**config.mk**
```make
export PLATFORM = sky130hd
export DESIGN_NAME = i2c_req_arbiter_flat
export DESIGN_NICKNAME = d
export VERILOG_FILES = /design/src/rtl/i2c_arb_pkg.sv /design/src/rtl/i2c_req_arbiter_if.sv /design/src/rtl/i2c_rr_pick.sv /design/src/rtl/i2c_req_arbiter.sv /design/src/flat_wrapper.sv
export SDC_FILE = /design/constraint.sdc
export NUM_CORES = 1
export LEC_CHECK = 0
export ABC_AREA = 1
export BUFFER_PORTS_ARGS = -buffer_cell sky130_fd_sc_hd__clkbuf_2
export CORE_MARGIN = 10
export CORE_UTILIZATION = 51
export CTS_CLUSTER_SIZE = 10
export DETAILED_ROUTE_END_ITERATION = 16
export PLACE_DENSITY = 0.82
export SLEW_MARGIN = 10
export SYNTH_ARGS = -nofsm -noshare
export SYNTH_HDL_FRONTEND = slang
export SYNTH_SLANG_ARGS = --single-unit
```
**constraint.sdc**
```tcl
create_clock -name clk -period 4.2 [get_ports clk]
set_input_delay 0.84 -clock clk [delete_from_list [all_inputs] [get_ports clk]]
set_output_delay 0.84 -clock clk [all_outputs]
set_load 0.02 [all_outputs]
```
**src/rtl/i2c_arb_pkg.sv**
```systemverilog
// i2c_arb_pkg -- shared types and constants for the I2C request arbiter.
//   state_t          : arbiter FSM states (IDLE, ISSUE, WAIT, RESP, DRAIN)
//   ADDR_W / DATA_W  : I2C slave address and data byte widths
//   DEF_NREQ         : default number of requesters
//   DEF_TIMEOUT_CYC  : default WAIT watchdog limit (I2C_ARB_TIMEOUT_EN builds)
package i2c_arb_pkg;

  localparam int ADDR_W          = 7;
  localparam int DATA_W          = 8;
  localparam int DEF_NREQ        = 4;
  localparam int DEF_TIMEOUT_CYC = 4096;

  typedef enum logic [2:0] {
    IDLE  = 3'd0,
    ISSUE = 3'd1,
    WAIT  = 3'd2,
    RESP  = 3'd3,
    DRAIN = 3'd4
  } state_t;

endpackage

```
**src/rtl/i2c_req_arbiter_if.sv**
```systemverilog
// i2c_req_arbiter_if -- bundle between the requesters, the arbiter and the
// shared I2C master.
//   Requester side : req, req_wr, req_wdata (NREQ*8), req_addr (NREQ*7)
//                    gnt, resp_valid (one-hot pulses), resp_rdata, resp_err, busy
//   Master side    : m_newd, m_wr, m_wdata, m_addr (command out)
//                    m_rdata, m_done, m_err (completion in)
// Modports:
//   slave  -- the arbiter's view (requests and master status in, rest out)
//   master -- the surrounding environment's view (the mirror image)
interface i2c_req_arbiter_if
  import i2c_arb_pkg::*;
#(
  parameter int NREQ = DEF_NREQ
);

  logic [NREQ-1:0]        req;
  logic [NREQ-1:0]        req_wr;
  logic [NREQ*DATA_W-1:0] req_wdata;
  logic [NREQ*ADDR_W-1:0] req_addr;
  logic [NREQ-1:0]        gnt;
  logic [NREQ-1:0]        resp_valid;
  logic [DATA_W-1:0]      resp_rdata;
  logic                   resp_err;
  logic                   busy;

  logic                   m_newd;
  logic                   m_wr;
  logic [DATA_W-1:0]      m_wdata;
  logic [ADDR_W-1:0]      m_addr;
  logic [DATA_W-1:0]      m_rdata;
  logic                   m_done;
  logic                   m_err;

  modport slave (
    input  req, req_wr, req_wdata, req_addr, m_rdata, m_done, m_err,
    output gnt, resp_valid, resp_rdata, resp_err, busy,
           m_newd, m_wr, m_wdata, m_addr
  );

  modport master (
    output req, req_wr, req_wdata, req_addr, m_rdata, m_done, m_err,
    input  gnt, resp_valid, resp_rdata, resp_err, busy,
           m_newd, m_wr, m_wdata, m_addr
  );

endinterface

```
**src/rtl/i2c_rr_pick.sv**
```systemverilog
// i2c_rr_pick -- combinational round-robin picker.
//   req         : NREQ request bits
//   last_winner : index of the previous winner; search starts one above it
//   winner      : one-hot winner (all zero when no request)
//   valid       : at least one request is present
module i2c_rr_pick #(
  parameter int NREQ  = 4,
  parameter int IDX_W = $clog2(NREQ)
) (
  input  logic [NREQ-1:0]  req,
  input  logic [IDX_W-1:0] last_winner,
  output logic [NREQ-1:0]  winner,
  output logic             valid
);

  // One spare bit so last_winner + k never wraps before the modulo step.
  logic [IDX_W:0]   sum;
  logic [IDX_W-1:0] cand;

  // NOTE: every variable written in an always_comb gets a value before any
  // condition, so no path can leave it holding state (no latch).
  always_comb begin
    winner = '0;
    sum    = '0;
    cand   = '0;
    for (int k = 1; k <= NREQ; k++) begin
      sum = {1'b0, last_winner} + (IDX_W + 1)'(k);
      if (sum >= (IDX_W + 1)'(NREQ)) sum = sum - (IDX_W + 1)'(NREQ);
      cand = sum[IDX_W-1:0];
      if (winner == '0 && req[cand]) winner[cand] = 1'b1;
    end
  end

  assign valid = |req;

endmodule

```
**src/rtl/i2c_req_arbiter.sv**
```systemverilog
// i2c_req_arbiter -- shares one I2C master between NREQ requesters.
// A round-robin winner is picked in IDLE and its command fields are latched;
// ISSUE pulses gnt/m_newd; WAIT holds until the master reports done or error;
// RESP pulses resp_valid back to the winner.
//   clk, rst_n : clock, asynchronous active-low reset
//   bus        : i2c_req_arbiter_if.slave (requests, responses, master command)
// Parameters: NREQ (2..8), TIMEOUT_CYC (WAIT watchdog limit).
// Optional feature: define I2C_ARB_TIMEOUT_EN to add the WAIT watchdog. On
// expiry an error response (rdata 0) is returned, then DRAIN swallows the
// master's late completion before the next arbitration.
module i2c_req_arbiter
  import i2c_arb_pkg::*;
#(
  parameter int NREQ        = DEF_NREQ,
  parameter int TIMEOUT_CYC = DEF_TIMEOUT_CYC
) (
  input logic              clk,
  input logic              rst_n,
  i2c_req_arbiter_if.slave bus
);

  localparam int IDX_W = $clog2(NREQ);

  state_t            state, state_next;
  logic [IDX_W-1:0]  win_idx;
  logic [IDX_W-1:0]  last_winner;
  logic [NREQ-1:0]   pick_oh;
  logic              pick_valid;
  logic [IDX_W-1:0]  pick_idx;
  logic              pick_wr;
  logic [DATA_W-1:0] pick_wdata;
  logic [ADDR_W-1:0] pick_addr;
  logic              m_evt;

  logic              m_wr_q;
  logic [DATA_W-1:0] m_wdata_q;
  logic [ADDR_W-1:0] m_addr_q;
  logic [DATA_W-1:0] resp_rdata_q;
  logic              resp_err_q;
  logic [NREQ-1:0]   gnt_c;
  logic [NREQ-1:0]   resp_valid_c;

  i2c_rr_pick #(.NREQ(NREQ)) u_pick (
    .req         (bus.req),
    .last_winner (last_winner),
    .winner      (pick_oh),
    .valid       (pick_valid)
  );

  // One-hot mux of the winner's index and command fields.
  always_comb begin
    pick_idx   = '0;
    pick_wr    = 1'b0;
    pick_wdata = '0;
    pick_addr  = '0;
    for (int i = 0; i < NREQ; i++) begin
      if (pick_oh[i]) begin
        pick_idx   = IDX_W'(i);
        pick_wr    = bus.req_wr[i];
        pick_wdata = bus.req_wdata[i*DATA_W +: DATA_W];
        pick_addr  = bus.req_addr[i*ADDR_W +: ADDR_W];
      end
    end
  end

  // Done and error both end the transfer; error wins when both arrive.
  assign m_evt = bus.m_done | bus.m_err;

`ifdef I2C_ARB_TIMEOUT_EN
  localparam int CNT_W = $clog2(TIMEOUT_CYC);

  logic [CNT_W-1:0] wd_cnt;
  logic             timed_out;
  logic             wd_expire;

  // A real completion in the expiry cycle takes precedence over the watchdog.
  assign wd_expire = (state == WAIT) && !m_evt &&
                     (wd_cnt == CNT_W'(TIMEOUT_CYC - 1));
`endif

  always_comb begin
    state_next = state;
    case (state)
      IDLE:  if (pick_valid) state_next = ISSUE;
      ISSUE: state_next = WAIT;
      WAIT: begin
        if (m_evt) state_next = RESP;
`ifdef I2C_ARB_TIMEOUT_EN
        else if (wd_expire) state_next = RESP;
`endif
      end
`ifdef I2C_ARB_TIMEOUT_EN
      RESP:  state_next = timed_out ? DRAIN : IDLE;
      DRAIN: if (m_evt) state_next = IDLE;
`else
      RESP:  state_next = IDLE;
`endif
      default: state_next = IDLE;
    endcase
  end

  always_comb begin
    gnt_c        = '0;
    resp_valid_c = '0;
    if (state == ISSUE) gnt_c        = NREQ'(1) << win_idx;
    if (state == RESP)  resp_valid_c = NREQ'(1) << win_idx;
  end

  assign bus.gnt        = gnt_c;
  assign bus.resp_valid = resp_valid_c;
  assign bus.m_newd     = (state == ISSUE);
  assign bus.busy       = (state != IDLE);
  assign bus.m_wr       = m_wr_q;
  assign bus.m_wdata    = m_wdata_q;
  assign bus.m_addr     = m_addr_q;
  assign bus.resp_rdata = resp_rdata_q;
  assign bus.resp_err   = resp_err_q;

  // NOTE: sequential state uses non-blocking assignments so every register
  // samples pre-edge values, independent of statement order.
  always_ff @(posedge clk or negedge rst_n) begin
    if (!rst_n) begin
      state        <= IDLE;
      win_idx      <= '0;
      last_winner  <= IDX_W'(NREQ - 1);
      m_wr_q       <= 1'b0;
      m_wdata_q    <= '0;
      m_addr_q     <= '0;
      resp_rdata_q <= '0;
      resp_err_q   <= 1'b0;
`ifdef I2C_ARB_TIMEOUT_EN
      wd_cnt       <= '0;
      timed_out    <= 1'b0;
`endif
    end else begin
      state <= state_next;
      case (state)
        IDLE: begin
          // Command fields stay frozen from here until the next arbitration.
          if (pick_valid) begin
            win_idx   <= pick_idx;
            m_wr_q    <= pick_wr;
            m_wdata_q <= pick_wdata;
            m_addr_q  <= pick_addr;
          end
        end
        ISSUE: begin
`ifdef I2C_ARB_TIMEOUT_EN
          wd_cnt    <= '0;
          timed_out <= 1'b0;
`endif
        end
        WAIT: begin
          if (m_evt) begin
            resp_rdata_q <= bus.m_rdata;
            resp_err_q   <= bus.m_err;
          end
`ifdef I2C_ARB_TIMEOUT_EN
          else if (wd_expire) begin
            resp_rdata_q <= '0;
            resp_err_q   <= 1'b1;
            timed_out    <= 1'b1;
          end else begin
            wd_cnt <= wd_cnt + 1'b1;
          end
`endif
        end
        RESP: last_winner <= win_idx;
        default: ;
      endcase
    end
  end

endmodule

```
**src/flat_wrapper.sv**
```systemverilog
// flat-port wrapper written by rule: the top's interface ports become plain ports
module i2c_req_arbiter_flat import i2c_arb_pkg::*;
#(
  parameter int NREQ        = DEF_NREQ,
  parameter int TIMEOUT_CYC = DEF_TIMEOUT_CYC
)
  (clk, rst_n, bus_req, bus_req_wr, bus_req_wdata, bus_req_addr, bus_m_rdata, bus_m_done, bus_m_err, bus_gnt, bus_resp_valid, bus_resp_rdata, bus_resp_err, bus_busy, bus_m_newd, bus_m_wr, bus_m_wdata, bus_m_addr);
  i2c_req_arbiter_if #(.NREQ(NREQ)) bus_i ();
  input logic clk;
  input logic rst_n;
  input wire logic [$bits(bus_i.req)-1:0] bus_req;
  input wire logic [$bits(bus_i.req_wr)-1:0] bus_req_wr;
  input wire logic [$bits(bus_i.req_wdata)-1:0] bus_req_wdata;
  input wire logic [$bits(bus_i.req_addr)-1:0] bus_req_addr;
  input wire logic [$bits(bus_i.m_rdata)-1:0] bus_m_rdata;
  input wire logic [$bits(bus_i.m_done)-1:0] bus_m_done;
  input wire logic [$bits(bus_i.m_err)-1:0] bus_m_err;
  output wire logic [$bits(bus_i.gnt)-1:0] bus_gnt;
  output wire logic [$bits(bus_i.resp_valid)-1:0] bus_resp_valid;
  output wire logic [$bits(bus_i.resp_rdata)-1:0] bus_resp_rdata;
  output wire logic [$bits(bus_i.resp_err)-1:0] bus_resp_err;
  output wire logic [$bits(bus_i.busy)-1:0] bus_busy;
  output wire logic [$bits(bus_i.m_newd)-1:0] bus_m_newd;
  output wire logic [$bits(bus_i.m_wr)-1:0] bus_m_wr;
  output wire logic [$bits(bus_i.m_wdata)-1:0] bus_m_wdata;
  output wire logic [$bits(bus_i.m_addr)-1:0] bus_m_addr;
  assign bus_i.req = bus_req;
  assign bus_i.req_wr = bus_req_wr;
  assign bus_i.req_wdata = bus_req_wdata;
  assign bus_i.req_addr = bus_req_addr;
  assign bus_i.m_rdata = bus_m_rdata;
  assign bus_i.m_done = bus_m_done;
  assign bus_i.m_err = bus_m_err;
  assign bus_gnt = bus_i.gnt;
  assign bus_resp_valid = bus_i.resp_valid;
  assign bus_resp_rdata = bus_i.resp_rdata;
  assign bus_resp_err = bus_i.resp_err;
  assign bus_busy = bus_i.busy;
  assign bus_m_newd = bus_i.m_newd;
  assign bus_m_wr = bus_i.m_wr;
  assign bus_m_wdata = bus_i.m_wdata;
  assign bus_m_addr = bus_i.m_addr;
  i2c_req_arbiter #(.NREQ(NREQ), .TIMEOUT_CYC(TIMEOUT_CYC)) u_core (.clk(clk), .rst_n(rst_n), .bus(bus_i));
endmodule
```
# Word-level counts from Yosys, hierarchy flattened
# Cells that the tools add are included.
word_totals:
  register_bits: 32
  inputBits: 80
  out_inout_bits: 35
  elab_cells: 98
op_classes:
  n_addsub: 8
  order_cmp: 12
  n_eq_ne: 5
  n_shift: 1
  muxes: 44
  n_bitwise: 4
  reduce_logical: 16
ops:
  columns: ["operator", "n"]
  rows:
  - ["$mux W8", 4]
  - ["$mux W7", 4]
  - ["$mux W4", 6]
  - ["$mux W1", 13]
  - ["$ge A3 B3 Y1 const B", 4]
  - ["$logic_not A4 Y1", 3]
  - ["$lt A2 B3 Y1 const B", 4]
  - ["$mux W2", 6]
  - ["$or A4 B4 Y4", 3]
  - ["$pmux W3 S3", 1]
  - ["$bmux W1 S2", 4]
  - ["$demux W1 S2", 4]
  - ["$ge A2 B1 Y1 const B", 4]
  - ["$sub A2 B1 Y2 const B", 4]
  - ["$logic_and A1 B1 Y1", 7]
  - ["$add A2 B2 Y3 const B", 2]
  - ["$eq A3 B2 Y1 const B", 2]
  - ["$mux W3", 2]
  - ["$reduce_and A2 Y1", 3]
  - ["$ne A2 B1 Y1 const B", 2]
  - ["$reduce_or A4 Y1", 1]
  - ["$shl A1 B2 Y4 const A", 1]
  - ["$add A2 B1 Y3 const B", 1]
  - ["$add A2 B3 Y3 const B", 1]
  - ["other kinds (4)", 4]

# Longest topological paths before layout
# Gate-level depths: netlist of the first run.
logic_depth:
  ltp_word: 21
  depth_mapped: 21
  mapped_depth_nobuf: 20

# By module
# From an unflattened synthesis of the first run, not the netlist that was laid out.
unflattened:
  hier_cells: 386
  hier_area_um2: 2653.8
modules_own_cells:
  columns: ["mod", "instances", "cells_each", "area_per_inst_um2", "seq_area_each_um2"]
  rows:
  - ["i2c_req_arbiter", 1, 300, 2139.6, 778.2]
  - ["i2c_rr_pick", 1, 86, 514.2, 0.0]

# Worst setup path after synthesis of the first run
# No wires, ideal clock.
synth_path:
  path_kind: "register -> register"
  start: "register u_core.last_winner[0]"
  end: "register u_core.m_addr_q[0] (netlist: u_core.bus.m_addr[0])"
  setup_ps: 119
  arrival_ps: 2598
  t_required_ps: 4081
  setup_slack_ps: 1483
  path_stages_with_launch: 21
  n_path_buf: 1
  period_less_slack_ps: 2717
  path_cell_list: "dfstp_2 > inv_2 > ha_1 > inv_1 > nand3_1 > nand2_2 > o31ai_4 > nand3_1 > nand3_1 > nor2_2 > nand3_1 > nand2_2 > nor2_4 > nand3_2 > nand2_4 > inv_6 > buf_6 > nand3_2 > nand2_1 > a21boi_1 > nand2_1"
synth_between:
  elab_chain_cells: 21
  elab_cells_between_ends: 61
  classes_between: "add/sub (8); order compare (12); mux (28); bitwise (3); reduce/logical (10)"
synth_lines:
  columns: ["element", "line_no", "rtl"]
  rows:
  - ["start: declaration", "i2c_req_arbiter.sv:26", "logic [IDX_W-1:0] last_winner;"]
  - ["start signal: assignment", "i2c_req_arbiter.sv:125", "last_winner <= IDX_W'(NREQ - 1);"]
  - ["start signal: assignment", "i2c_req_arbiter.sv:168", "RESP: last_winner <= win_idx;"]
  - ["$add A2 B1 Y3", "i2c_rr_pick.sv:27", "sum = {1'b0, last_winner} + (IDX_W + 1)'(k);"]
  - ["$ge A3 B3 Y1 / $sub A2 B1 Y2 (equally long branches)", "i2c_rr_pick.sv:28", "if (sum >= (IDX_W + 1)'(NREQ)) sum = sum - (IDX_W + 1)'(NREQ);"]
  - ["$mux W2", "i2c_rr_pick.sv:28", null]
  - ["$lt A2 B3 Y1 (not written as such) / $ge A2 B1 Y1 (equally long branches)", "i2c_rr_pick.sv:30", "if (winner == '0 && req[cand]) winner[cand] = 1'b1;"]
  - ["$logic_and A1 B1 Y1 (not written as such)", "i2c_rr_pick.sv:30", null]
  - ["$mux W1 (not written as such)", "i2c_rr_pick.sv:30", null]
  - ["$demux W1 S2", "i2c_rr_pick.sv:30", null]
  - ["$mux W4", "i2c_rr_pick.sv:30", null]
  - ["(+3 left out)", null, null]
  - ["$logic_not A4 Y1", "i2c_rr_pick.sv:30", null]
  - ["$logic_and A1 B1 Y1", "i2c_rr_pick.sv:30", null]
  - ["$mux W4", "i2c_rr_pick.sv:30", null]
  - ["$logic_not A4 Y1", "i2c_rr_pick.sv:30", null]
  - ["$logic_and A1 B1 Y1", "i2c_rr_pick.sv:30", null]
  - ["$mux W4 (*)", "i2c_rr_pick.sv:30", null]
  - ["$mux W7 (3 in a row)", "i2c_req_arbiter.sv:57", "if (pick_oh[i]) begin"]
  - ["$mux W7 (*)", "i2c_req_arbiter.sv:57", null]
  - ["end signal: assignment", "i2c_req_arbiter.sv:144", "m_addr_q <= pick_addr;"]
  - ["end: declaration", "i2c_req_arbiter.sv:37", "logic [ADDR_W-1:0] m_addr_q;"]
# Mark *: on every way between the ends. The rest lies on a longest branch, timed or not. The select of a mux whose other input is x is not followed.
# A chain may end at the register's enable or synchronous reset.

# Worst setup path in the final report of the first run
layout_path:
  start: "register u_core.last_winner[0]"
  end: "register u_core.m_addr_q[5] (netlist: u_core.bus.m_addr[5])"
# Same word-level chain as after synthesis.

==> impl_results.md, run 1 <==
* Static leakage at 1.77 nW
* Tmin final at 3.37 ns
* DP Area at between 0.003 and 0.004 mm2
* Post-Synthesis Cells at around 350
* Largest net degree at the start of global routing at 32
* Most frequent cell on the critical path: nand3_1
* WS Path Type: flop to flop
* Post-CTS sizing at 0
* Synth area leader: dfrtp_1
* Worst Setup Start Kind: flop
* Clock network power share at ~7.3%
* Final Cell Area at roughly 0.0032 mm2
* Max Buffers Root-to-Sink at 2
* Clock slew seen by the registers of the worst setup and hold paths at 0.07 ns
* Slew headroom at 47.6%
* Share of the synthesized area in the top cell type at between 20 and 30%
* Post-CTS setup buffer count at 0
* Internal power at 1.34 mW
* Synth Net Count at 447
* Internal reg-to-reg setup slack at 0.83 ns
* Post-synthesis cell area at 0.00253 mm2
* R2r endpoint: u_core.bus.m_addr[5]
* Fin nets at between 500 and 600
* Async SR Flop Fraction at 100%
* CP startpoint: u_core.last_winner[0]
* Die Area at 0.00818 mm2
* # DRC at 0
* Register area share after synthesis at 30.7%
* RSZ-0062 raised after global routing: no
* Power Total at 3.23 mW
* Layout cells sized above 1 at roughly 37%
* Worst r2r src: u_core.last_winner[0]
* Worst vdd ir at 526 uV
* Cts bufs inserted at 5
* Sequential share of power at 17.6%
* Final ANT Viol Nets at 0
* Main flop type after synthesis: dfrtp_1
* Hold buffers post-CTS at 0
* CTS tree: built
* Met3 routed WL at 574 um
* Final Hold Fails at 0
* Initial DRT Pass Iterations at 5
* Area growth syn-to-layout at 26.7%
* Pwr Density at between 1000 and 1500 mW/mm2
* Slowest-stage cell, CP: dfstp_2
* Gr usage total at between 10% and 20%
* Worst skew pair latency at 0.29 ns
* Detailed Place HPWL at 6440 um
* Via count at 2,748
* CP peak stage delay at 0.62 ns
* Setup crit end kind: flop
* Root buf cell: clkbuf_8
* Initial antenna violation count at 0
* Wire per inst at 14.9 um
* Die Y at 90.5 um
* Top cells by area, synth: dfrtp_1 (29%), nand2_1 (18%), nand3_1 (8.3%), ha_1 (6.4%), nand3_2 (4.0%)
* Fraction of the cycle the final worst path needs at between 80% and 90%
* Synth Warn # at 0
* Post-route setup TNS at 0 ns
* Met2 Routed Length at roughly 4200 um
* Data required, critical path at 4.43 ns
* Total Wirelength at 7930 um
* Worst Setup EP: u_core.bus.m_addr[5]
* Max_cap viols at 0
* Max Used Layer: met4
* EDFF count, synth at 0
* FMAX at between 0.2 and 0.3 GHz
* Starting density of the core at 53.3%
* Ant diodes at 0
* Core Area at 0.00475 mm2
* Pins over their slew limit at 0
* GP Congestion at 0.855
* CP cell instances: inv_2, ha_1, inv_1, nand3_1, nand2_2, o31ai_4, nand3_1, nand2_1, nor2_1, nand3_1, nand2_2, nor2_4, nand3_1, nand2_1, inv_1, nand3_1, o21ai_0, nand2_1, nand2_1
* Vias in the first global route at approximately 2,900
* Port Buffers at 114
* Row Count at 25
* # setup viols final at 0
* Die width at roughly 90 um
* Metal-1 WL at 3020 um
* Grt ovf at 0
* Synth Area per Inst at just over 7 um2
* Status: finished, final reports clean
* I/O pins at 115
* Global-route wire length before repair at 13,300 um
* Hold Path Class: flop to flop
* DR vias/cell at 5.16
* Worst-Margin Slew at between 0.7 and 0.8 ns
* Unique cell type count in the Yosys netlist at 33
* CTS H-Tree Depth at 2
* Crit-path max FO at 12
* Synth Register Bits at 31
* Final clock skew at 0.00625 ns
* Reg2Reg Depth at 19
* Worst EP arrival at around 3.6 ns
* Most frequent cells after synthesis: nand2_1 (120), nand3_1 (42), dfrtp_1 (29), inv_1 (26), nor2_1 (20)
* Switch Pwr at ~1.9 mW
* Switch share at 58.5%
* DR iter-0 viols at around 160
* Sink Count at 31
* Combinational share of power at 75.0%
* Most frequent cell after synthesis: nand2_1
==> cell families after synthesis <==
kind of cell | count (synthesis) | share of synthesized area [%]
AND/OR/NAND/NOR | 216 | 40.1
AO/OA/AOI/OAI | 44 | 11.3
buffers and inverters | 42 | 7.86
flip-flops | 31 | 30.7
adder cells (fa/ha/maj) | 13 | 6.42
multiplexers | 8 | 3.56
==> cell usage in the layout (no fill, tap or decap), types with 6 or more instances in the layout <==
cell,instances
nand2_1,120
clkbuf_2,114
nand3_1,42
dfrtp_1,29
inv_1,26
nor2_1,20
ha_1,13
nand2_2,10
nand3_2,10
o21ai_1,10
a21oi_1,9
mux2_2,8
o21ai_0,6
a21boi_0,6
==> through the flow <==
stage	cells	worst slack [ns]	util, %	hold slack [ns]
floorplan	354	1.48	-	0.531
global placement	525	1.08	65.6	0.459
detailed placement	525	0.905	65.6	0.464
CTS	533	0.892	67.5	0.479
global route	533	0.550	67.5	0.517
finish	533	0.831	67.5	0.478
==> power groups by stage <==
stage	Sequential [mW]	Combinational, mW	Clock [mW]
2_1_floorplan	0.691	1.83	0
3_5_place_dp	0.571	2.42	0
3_3_place_gp	0.564	2.34	0
6_report	0.571	2.43	0.237
4_1_cts	0.570	2.43	0.238
5_1_grt	0.593	2.72	0.254
==> final cells by class <==
class                      count  area [um2]
clock buffer                   5        68.8
clock inverter                 3        20.0
fill                         412        1550
inverter                      30         118
multi-input combinational    281        1560
sequential                    31         778
tap                           67        83.8
timing repair buffer         116         586
==> worst min path at each step <==
stage	startpoint	end	slack [ns]	cells past startpoint
3_3_place_gp	u_core.bus.resp_err	u_core.bus.resp_err	0.46	2
6_report	u_core.bus.resp_err	u_core.bus.resp_err	0.48	2
3_5_place_dp	u_core.bus.resp_err	u_core.bus.resp_err	0.46	2
4_1_cts	u_core.bus.resp_err	u_core.bus.resp_err	0.48	2
2_1_floorplan	u_core.state[0]	u_core.state[0]	0.53	2
5_1_grt	u_core.bus.resp_rdata[1]	u_core.bus.resp_rdata[1]	0.52	1
==> worst max-delay path: cells and delay by family, from the launching register on <==
kind	cells	cell delay [ns]
compound gates	2	0.29
fa+ha+maj	1	0.36
flops	1	0.62
buf+inv	3	0.60
simple gates	13	1.45
==> metal layers <==
| layer | global-route usage, % | up-vias |
|---|---|---|
| li1 | - | 1367 |
| met1 | 20.5 | 1267 |
| met2 | 34.8 | 101 |
| met3 | 5.65 | 13 |
| met4 | 6.37 | 0 |
| met5 | 0 | - |
==> flip-flops by register name, summed over array words and instances, names as in the netlist <==
signal,cells
u_core.last_winner,2
u_core.bus.m_wr,1
u_core.win_idx,2
u_core.bus.resp_rdata,8
u_core.bus.m_addr,7
u_core.state,2
u_core.bus.resp_err,1
u_core.bus.m_wdata,8
(Power assumes the default switching activity.)
==> run 2, diff against run 1 <==
CORE_UTILIZATION = 48   (was 51)
PLACE_DENSITY = 0.78   (was 0.82)
clock period = 3.1 ns   (was 4.2 ns; I/O delays follow)
==> run 2 against run 1 <==
Compared with the run above:
- design area is 4.2% higher
- fmax is 18% higher
- register-to-register slack worse by 0.58 ns
- sequential share of layout area is 0.97 points lower
- hold slack worse by 0.082 ns
- die area is 4.9% higher
- cell count is 2.1% higher
- sequential power is 31% higher
- largest cell class unchanged
- highest routed layer unchanged
==> impl_results.md, run 2 (synthesis gave the netlist of run 1 again) <==
* Status: finished, final reports clean
* DR iter-0 viols at approximately 140
* Power Total at 4.72 mW
* Max Buffers Root-to-Sink at 2
* Die width at between 90 and 100 um
* Tmin final at ~2.8 ns
* Final Hold Fails at 0
* Cts bufs inserted at 5
* Pwr Density at 1410 mW/mm2
* Hold buffers post-CTS at 0
* Worst skew pair latency at 0.30 ns
* CP cell instances: inv_1, buf_4, ha_1, o31ai_4, nand3_1, nand3_1, nor2_2, nand3_1, nand2_2, nor2_4, nand3_1, nand2_4, buf_4, nand3_1, nand2_1, nand2_1, a21oi_2
* Initial DRT Pass Iterations at 4
* WS Path Type: flop to flop
* Sink Count at 31
* Port Buffers at about 110
* Worst-Margin Slew at 0.808 ns
* Worst EP arrival at 3.07 ns
* Switch Pwr at 2.65 mW
* Hold Path Class: input port to asynchronous set/reset pin
* Starting density of the core at 49.6%
* Wire per inst at 14.7 um
* Final Cell Area at around 0.0033 mm2
* Vias in the first global route at approximately 2,800
* RSZ-0062 raised after global routing: no
* Core Area at between 0.005 and 0.006 mm2
* Row Count at 26
* Slowest-stage cell, CP: dfstp_2
* Final clock skew at 0.00539 ns
* Sequential share of power at 15.8%
* Commonest non-fill, non-tap cell in the layout: nand2_1
* Setup crit end kind: flop
* Global-route wire length before repair at between 10,000 and 15,000 um
* CTS tree: built
* Static leakage at 1.82 nW
* Final ANT Viol Nets at 0
* Total Wirelength at 8010 um
* Gr usage total at 17.7%
* Internal power at 2.07 mW
* GP Congestion at 0.879
* FMAX at 0.351 GHz
* Combinational share of power at between 70% and 80%
* Largest net degree at the start of global routing at 32
* Post-route setup TNS at 0 ns
* Via count at 2,738
* # setup viols final at 0
* Ant diodes at 0
* Data required, critical path at 3.33 ns
* Layout cells sized above 1 at 39.2%
* Pins over their slew limit at 0
* Area growth syn-to-layout at 32.0%
* Final design utilization at 65.5%
* Slew headroom at a little under half
* Crit-path max FO at 10
* Worst hold slack at 0.396 ns
* Grt ovf at 0
* Reg2Reg Depth at 17
* Switch share at a little under three fifths
* Leading cell types in the layout, fill and taps excluded: nand2_1 (119), clkbuf_2 (114), nand3_1 (42)
* DR vias/cell at 5.03
* Clock slew seen by the registers of the worst setup and hold paths at 0.07 ns
* CP peak stage delay at roughly 0.56 ns
* Worst vdd ir at 699 uV
* Root buf cell: clkbuf_8
* Clock network power share at 8.8%
* Fraction of the cycle the final worst path needs at 91.8%
* Die Area at ~0.0086 mm2
* Worst Setup Start Kind: flop
* Most frequent cell on the critical path: nand3_1
* # DRC at 0
* DP Area at 0.00315 mm2
* Max_cap viols at 0
* Initial antenna violation count at 0
* CTS H-Tree Depth at 2
* I/O pins at 115
* Detailed Place HPWL at 6340 um
* Die Y at 92.6 um
* Fin nets at 566
## run 2: cell types whose count changed in the layout (fill, tap and decap cells not counted), moves of 2 or more
cell and change:
a21boi_1 +2, nand2_8 +2, buf_4 +7, a21boi_0 -2
inv_1 -3
## run 2: final cells by class
class,instances,area (um2)
fillers,467,1760
multi-input cells,281,1600
flip-flops and latches,31,778
repair buffers,123,638
inverters,30,124
well taps,70,87.6
clock buffers,5,68.8
clock inverters,3,43.8
repair inverters,1,7.51
## run 2: final timing paths
check | slack [ns] | to | from
min | 0.40 | u_core.bus.m_wdata[1] | rst_n
max | 0.25 | u_core.bus.m_addr[3] | u_core.last_winner[1]
max in group asynchronous | 2.18 | u_core.win_idx[1] | rst_n
min in group clk | 0.48 | u_core.bus.resp_err | u_core.bus.resp_err
max reg2reg | 0.25 | u_core.bus.m_addr[3] | u_core.last_winner[1]
min reg2reg | 0.48 | u_core.bus.resp_err | u_core.bus.resp_err
## run 2: power by group through the flow
| stage | Combinational, mW | Clock, mW | Sequential (mW) |
|---|---|---|---|
| floorplan | 2.48 | 0 | 0.936 |
| global placement | 3.25 | 0 | 0.750 |
| detailed placement | 3.32 | 0 | 0.758 |
| CTS | 3.34 | 0.418 | 0.750 |
| global route | 3.93 | 0.438 | 0.777 |
| finish | 3.56 | 0.414 | 0.747 |
## run 2: worst max-delay path: cells and delay by family, from the launching register on
family	cells	cell delay [ns]
adders and majority gates	1	0.22
and+or+nand+nor	11	1.18
DFF	1	0.56
buffers and inverters	3	0.44
AOI/OAI and AO/OA	2	0.38
## run 2: through the flow
stage / std cells / setup WS, ns
finish: 544 / 0.253
global route: 544 / 0.0432
CTS: 540 / 0.0986
detailed placement: 532 / 0.127
global placement: 532 / 0.220
floorplan: 354 / 0.383
## run 2: layer usage
layer | vias up | track usage (%) | routed length [um]
met5 | - | 0 | 0
met4 | 0 | 6.81 | 188
met3 | 16 | 8.07 | 810
met2 | 106 | 29.9 | 3810
met1 | 1231 | 19.0 | 3200
li1 | 1385 | - | -
## run 2: what timing repair did
action | in CTS | in global routing
setup buffers | 0 | 3
endpoints found under the hold margin | 0 | 0
gates resized for setup | 0 | 13
setup endpoints to repair | 0 | 16
